`config.mk`:
```
export PLATFORM = sky130hd
export DESIGN_NAME = div_unit
export DESIGN_NICKNAME = d
export VERILOG_FILES = /design/src/rtl/div_pkg.sv /design/src/rtl/div_sign_fix.sv /design/src/rtl/div_unit.sv
export SDC_FILE = /design/constraint.sdc
export NUM_CORES = 1
export LEC_CHECK = 0
export ABC_AREA = 1
export ABC_CLOCK_PERIOD_IN_PS = 9100
export CORE_MARGIN = 3
export CORE_UTILIZATION = 45
export DETAILED_ROUTE_END_ITERATION = 6
export PLACE_DENSITY_LB_ADDON = 0.2
export SLEW_MARGIN = 20
export SYNTH_ARGS = -nofsm -noshare
export SYNTH_HDL_FRONTEND = slang
export SYNTH_HIERARCHICAL = 1
export SYNTH_SLANG_ARGS = --single-unit
```
`constraint.sdc`:
```
create_clock -name clk -period 9.1 [get_ports clk]
set_input_delay 0.91 -clock clk [delete_from_list [all_inputs] [get_ports clk]]
set_output_delay 0.91 -clock clk [all_outputs]
set_load 0.02 [all_outputs]
```
`src/rtl/div_pkg.sv`:
```
// div_pkg: shared types and sizing for the multicycle divider.
//   div_state_e : FSM state encoding (IDLE, RUN, FIX, DONE)
//   DIV_DATA_W  : operand/result width, also the iteration count
//   DIV_CNT_W   : width of the iteration down-counter (holds 0..DIV_DATA_W)
package div_pkg;

  localparam int DIV_DATA_W = 32;
  localparam int DIV_CNT_W  = $clog2(DIV_DATA_W + 1);

  typedef enum logic [1:0] {
    IDLE = 2'd0,
    RUN  = 2'd1,
    FIX  = 2'd2,
    DONE = 2'd3
  } div_state_e;

endpackage

```
`src/rtl/div_sign_fix.sv`:
```
// div_sign_fix: combinational conditional two's-complement negate.
// Turns signed operands into magnitudes and restores the result signs.
//   val_i [W] : input value
//   neg_i     : 1 = output the two's complement of val_i, 0 = pass through
//   res_o [W] : result
module div_sign_fix #(
  parameter int W = 32
) (
  input  logic [W-1:0] val_i,
  input  logic         neg_i,
  output logic [W-1:0] res_o
);

  assign res_o = neg_i ? -val_i : val_i;

endmodule

```
`src/rtl/div_unit.sv`:
```
// div_unit: multicycle signed divider, one quotient bit per cycle
// (restoring division on magnitudes). The quotient goes to lo and the
// remainder to hi; done pulses once per accepted start.
//
// Optional feature macro: DIV_UNSIGNED_EN adds the div_unsigned port (DIVU).
//
// Ports:
//   clk          : rising-edge clock
//   reset        : asynchronous, active-high
//   start        : request, sampled only while busy = 0
//   dividend [W] : signed dividend (A register)
//   divisor  [W] : signed divisor (B register)
//   div_unsigned : (DIV_UNSIGNED_EN only) 1 = treat operands as unsigned
//   busy         : operation in progress
//   done         : one-cycle completion pulse
//   div_zero     : one-cycle pulse with done when the divisor was zero
//   hi       [W] : remainder (held between operations)
//   lo       [W] : quotient (held between operations)
module div_unit
  import div_pkg::*;
#(
  parameter int DATA_W = DIV_DATA_W
) (
  input  logic              clk,
  input  logic              reset,
  input  logic              start,
  input  logic [DATA_W-1:0] dividend,
  input  logic [DATA_W-1:0] divisor,
`ifdef DIV_UNSIGNED_EN
  input  logic              div_unsigned,
`endif
  output logic              busy,
  output logic              done,
  output logic              div_zero,
  output logic [DATA_W-1:0] hi,
  output logic [DATA_W-1:0] lo
);

  div_state_e            state_q;
  logic [DIV_CNT_W-1:0]  cnt_q;
  logic [DATA_W-1:0]     rem_q, quo_q, dvs_q;
  logic                  qneg_q, rneg_q, zpend_q;
  logic                  busy_q, done_q, zero_q;
  logic [DATA_W-1:0]     hi_q, lo_q;

  logic                  uns;
  logic                  dvd_neg, dvs_neg;
  logic [DATA_W-1:0]     dvd_mag, dvs_mag;
  logic [DATA_W:0]       shift_w, trial_w;
  logic [DATA_W-1:0]     rem_d, quo_d;
  logic [DATA_W-1:0]     rem_fix, quo_fix;

`ifdef DIV_UNSIGNED_EN
  assign uns = div_unsigned;
`else
  assign uns = 1'b0;
`endif

  // In unsigned mode the raw operands are already the magnitudes.
  assign dvd_neg = dividend[DATA_W-1] & ~uns;
  assign dvs_neg = divisor[DATA_W-1]  & ~uns;

  div_sign_fix #(.W(DATA_W)) u_dvd_mag (.val_i(dividend), .neg_i(dvd_neg), .res_o(dvd_mag));
  div_sign_fix #(.W(DATA_W)) u_dvs_mag (.val_i(divisor),  .neg_i(dvs_neg), .res_o(dvs_mag));

  // One restoring step. The shifted partial remainder needs one extra bit
  // because it can reach 2*divisor-1; a negative trial keeps the shifted value.
  assign shift_w = {rem_q, quo_q[DATA_W-1]};
  assign trial_w = shift_w - {1'b0, dvs_q};
  assign rem_d   = trial_w[DATA_W] ? shift_w[DATA_W-1:0] : trial_w[DATA_W-1:0];
  assign quo_d   = {quo_q[DATA_W-2:0], ~trial_w[DATA_W]};

  div_sign_fix #(.W(DATA_W)) u_quo_fix (.val_i(quo_q), .neg_i(qneg_q), .res_o(quo_fix));
  div_sign_fix #(.W(DATA_W)) u_rem_fix (.val_i(rem_q), .neg_i(rneg_q), .res_o(rem_fix));

  always_ff @(posedge clk or posedge reset) begin
    if (reset) begin
      state_q <= IDLE;
      cnt_q   <= '0;
      rem_q   <= '0;
      quo_q   <= '0;
      dvs_q   <= '0;
      qneg_q  <= 1'b0;
      rneg_q  <= 1'b0;
      zpend_q <= 1'b0;
      busy_q  <= 1'b0;
      done_q  <= 1'b0;
      zero_q  <= 1'b0;
      hi_q    <= '0;
      lo_q    <= '0;
    end else begin
      done_q <= 1'b0;
      zero_q <= 1'b0;
      case (state_q)
        // DONE is not busy, so it accepts a new start exactly like IDLE.
        IDLE, DONE: begin
          if (start) begin
            rem_q   <= '0;
            quo_q   <= dvd_mag;
            dvs_q   <= dvs_mag;
            qneg_q  <= dvd_neg ^ dvs_neg;
            rneg_q  <= dvd_neg;
            cnt_q   <= DIV_CNT_W'(DATA_W);
            busy_q  <= 1'b1;
            zpend_q <= (divisor == '0);
            // Divide-by-zero passes through FIX for one cycle so done lands
            // one edge after start without writing hi/lo.
            state_q <= (divisor == '0) ? FIX : RUN;
          end else begin
            state_q <= IDLE;
          end
        end
        RUN: begin
          rem_q <= rem_d;
          quo_q <= quo_d;
          cnt_q <= cnt_q - 1'b1;
          if (cnt_q == DIV_CNT_W'(1)) state_q <= FIX;
        end
        FIX: begin
          if (zpend_q) begin
            zero_q <= 1'b1;
          end else begin
            hi_q <= rem_fix;
            lo_q <= quo_fix;
          end
          zpend_q <= 1'b0;
          done_q  <= 1'b1;
          busy_q  <= 1'b0;
          state_q <= DONE;
        end
        default: state_q <= IDLE;
      endcase
    end
  end

  assign busy     = busy_q;
  assign done     = done_q;
  assign div_zero = zero_q;
  assign hi       = hi_q;
  assign lo       = lo_q;

endmodule

```
==> run_results.csv <==
group,metric,value,unit
route,vias,13800,
cells_and_area,ff_latch_area,4350,um^2
timing,rsz0062_at_grt,"no",
timing,fin_tns_setup,0,ps
logic_synthesis,synth_area_per_cell,6.43,um^2
min_path,min_path_type,"reg -> reg",
worst_setup_path,regToRegStartpoint,"state_q[0]",
worst_setup_path,cp-start-kind,"input port",
logic_synthesis,synth-main-ff-cell,"dfrtp_1",
logic_synthesis,synth.area.mux_share,5.05,%
floorplanning,pin_count,134,
floorplanning,die_w,184,um
placed_design,gp_routability_congestion,0.951,
timing,worstMarginPinSlew,1080,ps
worst_setup_path,critical_path.startpoint,"start",
worst_setup_path,critPathCaptureType,"register",
logic_synthesis,synth_edf_count,0,
grt,grt-ovfl-total,0,
grt,first_global_vias,12700,
logic_synthesis,synth_area_leader_cell,"dfrtp_1",
logic_synthesis,syn-num-nets,2327,
route,per_cell_routed_wire_length,14.4,um
route,number_of_drc_markers_in_iteration_0,1075,
logic_synthesis,post_synth_instance_area,14300,um^2
clock_tree,clk_pin_slew,80,ps
clock_tree,clkSinkCount,174,
placed_design,port-buffer-count,133,
timing,fin_skew,13.5,ps
logic_synthesis,leading_post_synthesis_cells_by_cell_area,"dfrtp_1, nand2_1, inv_1, nor2_1, mux2_2",
timing,slew_viol_final,0,
logic_synthesis,synth_xor_xnor_area_share,4.48,%
worst_setup_path,timing.critical_path.required,9440,ps
clock_tree,clk_root_buffer_cell,"clkbuf_16",
grt,grt_pass1_wl,64700,um
placed_design,post-place-ws,5240,ps
timing,timing_hold_violations_final,0,
timing,slew_headroom,27.9,%
clock_tree,clock_tree_from_tritoncts,"built",
clock_tree,post_cts_resized,0,
worst_setup_path,path_cells,"clkdlybuf4s50_1 > nand2_1 > inv_1 > buf_4 > a21oi_2 > buf_4 > clkinv_1 > buf_4 > nand3_1 > nor2_1 > inv_1 > o21ai_0 > nand3_1",
timing,share_of_the_clock_period_used_by_the_worst_path,37.2,%
route,drc,0,
logic_synthesis,synth_top_cell_area_share,30.5,%
cells_and_area,drive_above_1_share,8.47,%
grt,grt_busiest_layer,"met1",
cells_and_area,multiInputGateArea,8510,um^2
floorplanning,initial_core_util,46.1,%
status,status,"finished clean",
timing,hold-worst-slack,503,ps
route,detail_route.first_pass.iterations,6,
route,routed_via_density,5.06,
logic_synthesis,synth-simple-area-share,40.6,%
clock_tree,postCtsHoldBufs,0,
route,drt-total-wl,39500,um
worst_setup_path,crit-reg2reg-capture,"cnt_q[5]",
timing,timing.fmax,0.295,GHz
clock_tree,clk_buf_depth,2,
logic_synthesis,synth.yosys.seq_area_share,30.5,%
logic_synthesis,asyncSetResetFlopFracSynth,100,%
grt,globalRouteMet1Util,36.4,%
logic_synthesis,synth-warning-count,6,
grt,use_met3,2.71,%
logic_synthesis,synth.lib_cells_used.distinct,42,
cells_and_area,layout.filler_cells,3125,
clock_tree,cts_made_buffers,17,
worst_setup_path,timing.critical_path.arrival,3730,ps
worst_setup_path,ff2ff_setup_slack,5920,ps
logic_synthesis,synth_area_in_compound_gates,5.85,%
cells_and_area,synthToLayoutAreaGrowth,14.9,%
logic_synthesis,synth_top_family_by_area,"simple AND/OR/NAND/NOR gates",
clock_tree,cts.htree.levels,4,
logic_synthesis,ys_ff_latch,174,
floorplanning,dieHeight,184,um
clock_tree,post_cts.repair.setup_buffers,0,
power,power_density,277,nW/um^2
logic_synthesis,synthesis.instances,2219,
worst_setup_path,r2r.worst_path.cells,14,
worst_setup_path,crit_path_top_delay_cell,"clkdlybuf4s50_1",
logic_synthesis,synth_common_cells,"nand2_1, inv_1, nor2_1",
cells_and_area,finalNetCount,2433,
logic_synthesis,synth_fa_ha_area_share,3.65,%
cells_and_area,final_antenna_diode_count,0,
worst_setup_path,crit_path_end,"cnt_q[5]",
route,route.antenna.remaining_nets,0,
timing,report.final.setup_viol,0,
worst_setup_path,classification_of_the_worst_setup_path,"in -> reg",
placed_design,dp_hpwl,31200,um
grt,grt_antenna_before_repair,0,
timing,postLayoutSetupSlackWorst,5710,ps
clock_tree,worst_skew_pair.late_latency,460,ps
grt,largest_net_degree_at_the_start_of_global_routing,106,
worst_setup_path,critPathMaxStageDelay,480,ps
floorplanning,coreArea,30900,um^2
flow_run,cap_viol_max_count,0,
floorplanning,core.rowCount,64,
timing,layout_min_cycle_time,3390,ps
power,peak_supply_drop,0.000245,V
worst_setup_path,critical_path.max_fanout,67,
worst_setup_path,cpMostUsedCell,"buf_4",
power,power_leakage,0.00863,uW
grt,global_route.usage.met2,35.4,%
floorplanning,floorplan_die_area,33900,um^2
grt,grt_util_all_layers,23.6,%
logic_synthesis,leading_cell_type_by_number_of_instances_after_synthesis,"nand2_1",
[final cells by class]
type / count / share of cell area [%]
clock buffers: 17 / 2.60
clock inverters: 15 / 1.05
inverters: 276 / 6.35
multi-input cells: 1714 / 51.9
flip-flops and latches: 174 / 26.6
well taps: 396 / 3.02
repair buffers: 142 / 8.50
[layout by cell type, fill, tap and decap left out, types with 9 or more instances in the layout]
cell / Yosys / final
a31oi_1: 33 / 33
nand3_1: 117 / 117
nor2_4: 22 / 22
nor2_1: 264 / 263
nand3b_1: 12 / 12
nand4_1: 10 / 10
inv_1: 271 / 269
o21ai_0: 67 / 67
nor2_2: 17 / 18
clkbuf_16: 0 / 17
buf_4: 8 / 9
nand2_2: 37 / 38
xnor2_1: 55 / 55
a21oi_1: 29 / 29
mux2_2: 64 / 64
clkdlybuf4s50_1: 0 / 132
dfrtp_1: 174 / 174
ha_1: 40 / 40
nand2_1: 882 / 881
xor2_1: 18 / 18
[report_power, final]
part / switching, uW / internal [uW]
clock network: 371 / 393
logic: 1470 / 963
registers: 267 / 1080
[per-stage QoR]
step	cells	utilization [%]	total power (uW)	instance area (um^2)
finish	2734	53.0	4540	16400
global route	2734	53.0	4920	16400
CTS	2734	53.0	4550	16400
detailed placement	2702	51.1	3780	15800
global placement	2702	51.1	3730	15800
floorplan	2219	-	3030	14300
[how the worst min path moves through the flow]
| stage | to | cells past startpoint | slack, ps | from |
|---|---|---|---|---|
| floorplan | dvs_q[0] | 2 | 450 | dvs_q[0] |
| global placement | hi[2] | 1 | 490 | hi[2] |
| detailed placement | lo[24] | 1 | 490 | lo[24] |
| CTS | lo[24] | 1 | 510 | lo[24] |
| global route | hi[1] | 1 | 530 | hi[1] |
| finish | hi[7] | 1 | 500 | hi[7] |
[worst max-delay path: cells and delay by family]
family	cells	cell delay, ps
simple gates	4	660
buf+inv	7	1930
compound gates	2	180
[flip-flops by register name (all words and copies together), names as in the netlist]
register,cells
qneg_q,1
hi,32
zpend_q,1
rneg_q,1
dvs_q,32
busy,1
quo_q,32
rem_q,32
cnt_q,6
lo,32
state_q,2
div_zero,1
done,1
[layer usage]
layer	up-vias	share of wire (%)	wire length [um]
met5	-	0	0
met4	0	1.4	535
met3	39	5.3	2090
met2	362	42	16500
met1	6333	52	20400
li1	7088	-	-
[cell families (layout without fill, tap and decap cells)]
logic type | Yosys count | in the layout
and+or+nand+nor | 1386 | 1386
buffers and inverters | 331 | 450
DFF | 174 | 174
muxes | 64 | 64
xor gates and xnor gates | 73 | 73
AOI/OAI and AO/OA | 150 | 150
adders and majority gates | 41 | 41
Note: power is estimated with default switching activity, not from simulation.
